==> src/rtl/uart_pkg.sv <==
// Shared types and helpers for the UART receive path.
package uart_pkg;

   typedef enum logic [2:0] {IDLE, START, DATA, PARITY, STOP} rx_state_e;
   typedef enum logic [1:0] {PAR_NONE, PAR_EVEN, PAR_ODD} parity_e;

   // Expected parity bit for a word whose unused upper bits are zero.
   function automatic logic parity_bit(input logic [8:0] data, input parity_e mode);
      case (mode)
         PAR_EVEN: return ^data;
         PAR_ODD:  return ~(^data);
         default:  return 1'b0;
      endcase
   endfunction

endpackage

==> src/rtl/uart_sync2.sv <==
// Two-flop synchroniser for a single asynchronous input; shared by the RX line and the TX CTS input.
module uart_sync2 #(
   parameter logic RESET_VAL = 1'b1
) (
   input  logic clk,
   input  logic rst_n,
   input  logic d,
   output logic q
);

   logic meta;

   // NOTE: non-blocking assignments so the second flop takes the first flop's pre-edge value.
   always_ff @(posedge clk or negedge rst_n) begin
      if (!rst_n) begin
         meta <= RESET_VAL;
         q    <= RESET_VAL;
      end else begin
         meta <= d;
         q    <= meta;
      end
   end

endmodule

==> src/rtl/uart_rx_core.sv <==
// Parametrised UART receiver: configurable data/parity/stop format, error flags and a
// single-entry valid/ready holding register with overrun reporting.
module uart_rx_core #(
   parameter int                CLKS_PER_BIT = 22274,
   parameter int                DATA_BITS    = 8,
   parameter uart_pkg::parity_e PARITY       = uart_pkg::PAR_NONE,
   parameter int                STOP_BITS    = 1
) (
   input  logic                 clk,
   input  logic                 i_reset_n,
   input  logic                 i_rx,
   output logic [DATA_BITS-1:0] o_data,
   output logic                 o_valid,
   input  logic                 i_ready,
   output logic                 o_parity_err,
   output logic                 o_frame_err,
   output logic                 o_overrun,
   output logic                 o_busy
);

   localparam int               CNT_W     = $clog2(CLKS_PER_BIT);
   localparam int               IDX_W     = $clog2(DATA_BITS);
   localparam logic [CNT_W-1:0] HALF_LAST = CNT_W'(CLKS_PER_BIT / 2 - 1);
   localparam logic [CNT_W-1:0] FULL_LAST = CNT_W'(CLKS_PER_BIT - 1);
   localparam logic [IDX_W-1:0] LAST_IDX  = IDX_W'(DATA_BITS - 1);
   localparam logic             LAST_STOP = (STOP_BITS == 2);

   if (DATA_BITS < 5 || DATA_BITS > 9) begin : g_bad_data_bits
      $error("uart_rx_core: DATA_BITS must be in 5..9");
   end
   if (STOP_BITS < 1 || STOP_BITS > 2) begin : g_bad_stop_bits
      $error("uart_rx_core: STOP_BITS must be 1 or 2");
   end
   if (CLKS_PER_BIT < 4) begin : g_bad_clks_per_bit
      $error("uart_rx_core: CLKS_PER_BIT must be at least 4");
   end

   uart_pkg::rx_state_e  state;
   logic [CNT_W-1:0]     cnt;
   logic [IDX_W-1:0]     idx;
   logic                 stop_idx;
   logic [DATA_BITS-1:0] shift;
   logic                 par_err;
   logic                 frame_err;
   logic                 rx_s;
   logic                 half_done;
   logic                 bit_done;
   logic                 stop_err;
   logic                 can_load;

   uart_sync2 #(.RESET_VAL(1'b1)) u_sync (
      .clk   (clk),
      .rst_n (i_reset_n),
      .d     (i_rx),
      .q     (rx_s)
   );

   assign half_done = (cnt == HALF_LAST);
   assign bit_done  = (cnt == FULL_LAST);
   assign stop_err  = frame_err | ~rx_s;
   // The holding register is free if empty or being drained in this very cycle.
   assign can_load  = ~o_valid | i_ready;

   always_ff @(posedge clk or negedge i_reset_n) begin
      if (!i_reset_n) begin
         state        <= uart_pkg::IDLE;
         cnt          <= '0;
         idx          <= '0;
         stop_idx     <= 1'b0;
         shift        <= '0;
         par_err      <= 1'b0;
         frame_err    <= 1'b0;
         o_data       <= '0;
         o_valid      <= 1'b0;
         o_parity_err <= 1'b0;
         o_frame_err  <= 1'b0;
         o_overrun    <= 1'b0;
         o_busy       <= 1'b0;
      end else begin
         o_overrun <= 1'b0;
         if (o_valid && i_ready) o_valid <= 1'b0;

         case (state)
            uart_pkg::IDLE: begin
               cnt <= '0;
               if (!rx_s) begin
                  state     <= uart_pkg::START;
                  o_busy    <= 1'b1;
                  par_err   <= 1'b0;
                  frame_err <= 1'b0;
                  stop_idx  <= 1'b0;
               end
            end
            uart_pkg::START: begin
               if (half_done) begin
                  cnt <= '0;
                  idx <= '0;
                  if (!rx_s) begin
                     state <= uart_pkg::DATA;
                  end else begin
                     state  <= uart_pkg::IDLE;
                     o_busy <= 1'b0;
                  end
               end else begin
                  cnt <= cnt + 1'b1;
               end
            end
            uart_pkg::DATA: begin
               if (bit_done) begin
                  cnt        <= '0;
                  shift[idx] <= rx_s;
                  idx        <= idx + 1'b1;
                  if (idx == LAST_IDX)
                     state <= (PARITY != uart_pkg::PAR_NONE) ? uart_pkg::PARITY : uart_pkg::STOP;
               end else begin
                  cnt <= cnt + 1'b1;
               end
            end
            uart_pkg::PARITY: begin
               if (bit_done) begin
                  cnt     <= '0;
                  par_err <= (rx_s != uart_pkg::parity_bit(9'(shift), PARITY));
                  state   <= uart_pkg::STOP;
               end else begin
                  cnt <= cnt + 1'b1;
               end
            end
            uart_pkg::STOP: begin
               if (bit_done) begin
                  cnt <= '0;
                  if (stop_idx == LAST_STOP) begin
                     // Leave mid-stop-bit so a directly following start edge is caught.
                     state  <= uart_pkg::IDLE;
                     o_busy <= 1'b0;
                     if (can_load) begin
                        o_data       <= shift;
                        o_parity_err <= par_err;
                        o_frame_err  <= stop_err;
                        o_valid      <= 1'b1;
                     end else begin
                        o_overrun <= 1'b1;
                     end
                  end else begin
                     stop_idx  <= 1'b1;
                     frame_err <= stop_err;
                  end
               end else begin
                  cnt <= cnt + 1'b1;
               end
            end
            default: begin
               state  <= uart_pkg::IDLE;
               o_busy <= 1'b0;
            end
         endcase
      end
   end

endmodule

==> config.mk <==
export PLATFORM = sky130hd
export DESIGN_NAME = uart_rx_core
export DESIGN_NICKNAME = d
export VERILOG_FILES = /design/src/rtl/uart_pkg.sv /design/src/rtl/uart_sync2.sv /design/src/rtl/uart_rx_core.sv
export SDC_FILE = /design/constraint.sdc
export NUM_CORES = 1
export LEC_CHECK = 0
export ABC_AREA = 1
export CAP_MARGIN = 5
export CORE_UTILIZATION = 40
export CTS_BUF_LIST = sky130_fd_sc_hd__clkbuf_16
export CTS_CLUSTER_SIZE = 16
export DETAILED_ROUTE_END_ITERATION = 8
export GPL_TIMING_DRIVEN = 0
export PLACE_DENSITY_LB_ADDON = 0.3
export SLEW_MARGIN = 20
export SYNTH_ARGS = -nofsm -noshare
export SYNTH_HDL_FRONTEND = slang
export SYNTH_SLANG_ARGS = --single-unit
==> constraint.sdc <==
create_clock -name clk -period 2.5 [get_ports clk]
set_input_delay 0.25 -clock clk [delete_from_list [all_inputs] [get_ports clk]]
set_output_delay 0.25 -clock clk [all_outputs]
set_load 0.02 [all_outputs]
== Yosys cells after proc, flatten, opt, wreduce, memory -nomap -nowiden ==
Index checks and enable logic that the tools add are counted.

* Bits of input ports: 4
* Word-level logic and storage cells: 103
* ROM bits: 0
* Memories: 0
* Bits in writable memories: 0
* Latch bits: 0
* Output and inout bits: 13
* Register bits: 47

* Equality and inequality tests: 17
* Reduce and logical (&&, ||, !) cells: 17
* Add/sub/neg operators: 2
* Shift-type cells: 0
* $mul: 0
* Divide/modulo/power cells: 0
* Bitwise gates (word level): 6
* $lt $le $gt $ge: 2
* Muxes and demuxes: 44

{| class="wikitable"
|+ Operator list
! cell !! number
|-
| 15-bit one-hot mux with 3 select lines || 1
|-
| 15-bit 2-to-1 mux || 2
|-
| 3-bit 2-to-1 mux || 9
|-
| 1-bit 2-to-1 mux || 23
|-
| 2-bit != test, second input constant || 8
|-
| 15-bit by 1-bit adder with 15-bit output, second input constant || 1
|-
| 15-bit by 14-bit equality test with 1-bit output, second input constant || 1
|-
| 15-bit equality test, second input constant || 1
|-
| 3-bit one-hot mux with 5 select lines || 1
|-
| 3-bit AND reduction || 3
|-
| 8-bit bitwise mux || 1
|-
| 4-bit AND reduction || 2
|-
| 7-bit AND reduction || 1
|-
| 3-bit by 2-bit equality test with 1-bit output, second input constant || 2
|-
| 3-bit equality test, second input constant || 2
|-
| 1-bit one-hot mux with 2 select lines || 3
|-
| 3-bit one-hot mux with 2 select lines || 1
|-
| 6-bit AND reduction || 1
|-
| 2-bit nonzero test || 3
|-
| 3-bit by 4-bit < comparator with 1-bit output, second input constant || 1
|-
| 1-bit NOT || 4
|-
| 1-bit one-hot mux with 4 select lines || 1
|-
| 3-bit by 1-bit adder with 3-bit output, second input constant || 1
|-
| 1-bit demux with 3-bit select || 1
|-
| other kinds (12) || 14
|}

== Longest topological paths before layout ==
* Depth after elaboration: 6
* Mapped depth: 13
* Mapped depth without buffers: 13

== Hierarchy ==
A second synthesis with hierarchy kept.

* Cells, all modules: 327
* Area total of the unflattened synthesis: 2556.2 um^2

{| class="wikitable"
|+ By module, submodules not included
! module !! instances !! cells an instance !! area an instance (um^2)
|-
| uart_rx_core || 1 || 325 || 2503.7
|-
| uart_sync2 || 1 || 2 || 52.6
|}

== Worst setup path before layout ==
Ideal clock, no wire load.

* Kind: flip-flop to flip-flop
* From: register cnt[1]
* To: register cnt[4]
* Stages on the path, launching flop included: 12
* Buffers on the path: 0
* Library setup time: 0.123 ns
* Required time: 2.377 ns
* Setup slack: 1.092 ns
* Data arrival time: 1.286 ns
* Cell sequence: dfrtp_1 -> inv_1 -> ha_1 -> nand2_1 -> inv_1 -> nand2_1 -> nor2_2 -> nand2_1 -> nand2_1 -> nand2_2 -> inv_2 -> o21ai_1

* Word-level cells in the longest chain between the ends: 3
* Elaborated cells on any way between the ends: 6

{| class="wikitable"
|+ Ends and longest elaborated chain
! what !! line !! text
|-
| start, declared || uart_rx_core.sv:39 || <nowiki>logic [CNT_W-1:0] cnt;</nowiki>
|-
| start signal, assigned || uart_rx_core.sv:105 || <nowiki>cnt <= cnt + 1'b1;</nowiki>
|-
| start signal, assigned || uart_rx_core.sv:116 || <nowiki>cnt <= cnt + 1'b1;</nowiki>
|-
| start signal, assigned || uart_rx_core.sv:125 || <nowiki>cnt <= cnt + 1'b1;</nowiki>
|-
| 15-bit by 1-bit adder with 15-bit output, or another cell as far along || n/a ||
|-
| 15-bit 2-to-1 mux (on tied branches) || n/a ||
|-
| 15-bit one-hot mux with 3 select lines (*) || uart_rx_core.sv:83 || <nowiki>case (state)</nowiki>
|}

Every way passes the cells marked *; elsewhere a longest branch is shown, timed or not.
A chain may end at the register's enable or synchronous reset.

== Final worst setup path ==
* From: register cnt[1]
* To: register cnt[10]

The elaborated chain is that of the path after synthesis.

==> impl_metrics.json <==
{
  "grt_start_max_net_pins": 33,
  "antenna_found_initial": 0,
  "netlist_top_cells_count": "nand2_1 (106), dfrtp_1 (44), nand3_1 (32)",
  "finalPower_w": 0.001443,
  "synth_top_cell_area_share_pct": 45.88,
  "hold-path-endpoint": "u_sync.q$_DFF_PN1_",
  "hold_path_class": "flop to flop",
  "grt_pass1_wl_mm": 8.204,
  "ys_ff_latch": 46,
  "fin_cells": 412,
  "drt_iter0_drc": 136,
  "start_util_pct": 42.54,
  "crit_type": "flop to flop",
  "syn_area_per_cell_um2": 7.643,
  "r2r_end": "cnt[10]$_DFFE_PN0P_",
  "globalplace.congestion": 0.8467,
  "arrival_ps": 1840,
  "insertedDiodeCount": 0,
  "htree_levels": 2,
  "worstPathCellList": "inv_1 -> ha_1 -> nand2_1 -> inv_1 -> nand2_1 -> nor2_2 -> nand2_1 -> nand2_1 -> nand2_2 -> inv_2 -> o21ai_1",
  "fillers": 537,
  "clk_pin_slew_ps": 70,
  "syn_inst": 314,
  "critPathLaunchType": "flop",
  "port_buffers": 16,
  "coreArea_um2": 5642,
  "reg2reg_from": "cnt[1]$_DFFE_PN0P_",
  "hold_ws_ps": 357.0,
  "p_switching_w": 0.0003093,
  "ir_drop_uv": 270.4,
  "syn_nets": 323,
  "rsz0062_at_grt": "no",
  "drive_gt1_share_pct": 9.706,
  "critPathBufInv": 3,
  "cts_tree": "done",
  "r2r_cells": 11,
  "ff2ff_setup_slack_ps": 830,
  "io_pins": 17,
  "synth_edf_count": 0,
  "hold_path_depth": 0,
  "ys.warnings.count": 0,
  "p_comb_share_pct": 2.1,
  "yosysSeqAreaShare_pct": 48.07,
  "hold_viol_final": 0,
  "final_nets": 348,
  "period_share_pct": 66.73,
  "firstDrtPassIters": 4,
  "maxSlewHeadroom_pct": 66.05,
  "clk_latency_ps": 280,
  "critPathTopFamily": "simple AND/OR/NAND/NOR gates",
  "ctsResizeCount": 0,
  "max_freq_mhz": 599.5,
  "ant_nets": 0,
  "grt_usage_pct": 16.66,
  "yosys.cell_types.count": 25,
  "finalWirelength_mm": 4.707,
  "cap_violations": 0,
  "rows": 27,
  "use_met3_pct": 3.429,
  "cts-buffers-inserted": 5,
  "route.detailed.drc": 0,
  "dieWidth_um": 79.46,
  "cp_data_required_time_ps": 2670,
  "synth_async_sr_flop_share_pct": 100.0,
  "yosys-top-cells-area": "dfrtp_1 (46%), nand2_1 (17%), nand3_1 (6.7%), inv_1 (4.7%), nor2_1 (4.4%)",
  "cts_sinks": 46,
  "grt_pass1_vias": 1814,
  "met1_usage_pct": 24.05,
  "gr-max-usage-layer": "met2",
  "num_vias": 2027,
  "worst_pin_slew_ps": 509.3,
  "area_growth_pct": 17.73,
  "intPower_w": 0.001133,
  "cts.path.max_buffers": 2,
  "worstHoldStart": "u_sync.meta$_DFF_PN1_",
  "yosysMostFrequentCell": "nand2_1",
  "avgRoutedWirePerCell_um": 11.42,
  "die_y_um": 79.46,
  "seq_power_share_pct": 51.9,
  "slowest_delay_ps": 390,
  "swShare_pct": 21.44,
  "place_inst": 403,
  "netlist_area_um2": 2400,
  "power.density_nw_per_um2": 510.6,
  "cp_slowest_cell": "dfrtp_1",
  "yosys_most_used_dff": "dfrtp_1",
  "cts_root_buffer": "clkbuf_16",
  "cellLeakagePower_nw": 1.329,
  "die-area_um2": 6313,
  "setup_violations": 0,
  "cp_max_fo": 8,
  "finClkSkew_ps": 5.371,
  "place.detailed.hpwl_mm": 3.505,
  "status": "complete, no violations",
  "avgViaCountPerCell": 4.920,
  "yosysTopAreaCell": "dfrtp_1",
  "end_kind": "flop",
  "crit_top_cell": "nand2_1",
  "drv_slew": 0,
  "use_met2_pct": 25.81,
  "grt_overflow": 0,
  "p_clk_share_pct": 46.0,
  "period_minus_slack_ps": 1668
}
-- layer usage --
metal / wire length (um) / vias to the layer above
met5: 0 / -
met4: 17 / 0
met3: 166 / 2
met2: 2089 / 34
met1: 2433 / 946
li1: - / 1045
-- cell families (layout without fill, tap and decap cells) --
group	after synthesis	after routing	synth area share [%]
AND/OR/NAND/NOR	185	185	33.26
AO/OA/AOI/OAI	30	30	6.413
flip-flops	46	46	48.07
adder cells (fa/ha/maj)	5	5	2.607
XOR/XNOR	8	8	2.920
buffers and inverters	40	66	6.726
-- through the flow --
stage	cell area (um^2)	setup WS, ps	utilization (%)	TNS (ps)
after global routing	2825	643.1	50.08	0
after detailed placement	2665	823.1	47.24	0
after CTS	2825	818.5	50.08	0
after floorplan	2400	1092	-	0
final	2825	831.9	50.08	0
after global placement	2650	-103.7	46.97	-4465
-- placed cells by master (no fill, tap or decap), types with 2 or more instances in the layout --
cell type / n
inv_2: 6
xnor2_1: 2
inv_1: 30
nor2_2: 4
ha_1: 5
nand4_1: 3
xor2_1: 6
o21ai_0: 10
clkbuf_16: 5
nor2_1: 28
nand2_1: 106
dfrtp_1: 44
clkbuf_1: 2
nand2_2: 5
nand3_1: 32
clkdlybuf4s50_1: 15
o21ai_1: 18
nor3_1: 3
dfstp_2: 2
-- cell type report --
| cell class | count | area, um^2 | area share (%) |
|---|---|---|---|
| inverters | 36 | 135.1 | 4.783 |
| flip-flops and latches | 46 | 1154 | 40.83 |
| clock buffers | 5 | 125.1 | 4.429 |
| well taps | 72 | 90.09 | 3.189 |
| repair buffers | 18 | 185.2 | 6.554 |
| clock inverters | 3 | 25.02 | 0.8857 |
| plain buffers | 4 | 26.28 | 0.9300 |
| multi-input cells | 228 | 1085 | 38.40 |
-- state kept, by name, summed over array words and instances, names as in the netlist, 3 cells and up --
name,count
state,3
cnt,15
o_data,8
shift,8
idx,3
-- power by group through the flow --
stage	combinational, W	clock [W]	sequential (W)
after floorplan	0.00000391	0	0.000764
after global placement	0.0000274	0	0.000763
after detailed placement	0.0000309	0	0.000763
after CTS	0.0000319	0.000683	0.000749
after global routing	0.0000353	0.000713	0.000749
final	0.0000301	0.000664	0.000749
-- what timing repair did --
action / in CTS / in global routing
buffers inserted: 0 / 0
hold buffers: 1 / 0
setup endpoints to repair: 0 / 0
hold endpoints to repair: 12 / 0
-- worst max-delay path by stage --
stage,startpoint,end,slack (ps),cells past startpoint
after floorplan,cnt[1]$_DFFE_PN0P_,cnt[4]$_DFFE_PN0P_,1090,11
after global placement,i_reset_n,o_data[2]$_DFFE_PN0P_,-100,1
after detailed placement,cnt[1]$_DFFE_PN0P_,cnt[10]$_DFFE_PN0P_,820,11
after CTS,cnt[1]$_DFFE_PN0P_,cnt[10]$_DFFE_PN0P_,820,11
after global routing,cnt[1]$_DFFE_PN0P_,cnt[6]$_DFFE_PN0P_,640,11
final,cnt[1]$_DFFE_PN0P_,cnt[10]$_DFFE_PN0P_,830,11
No activity file was read; power rests on OpenSTA's default activity.
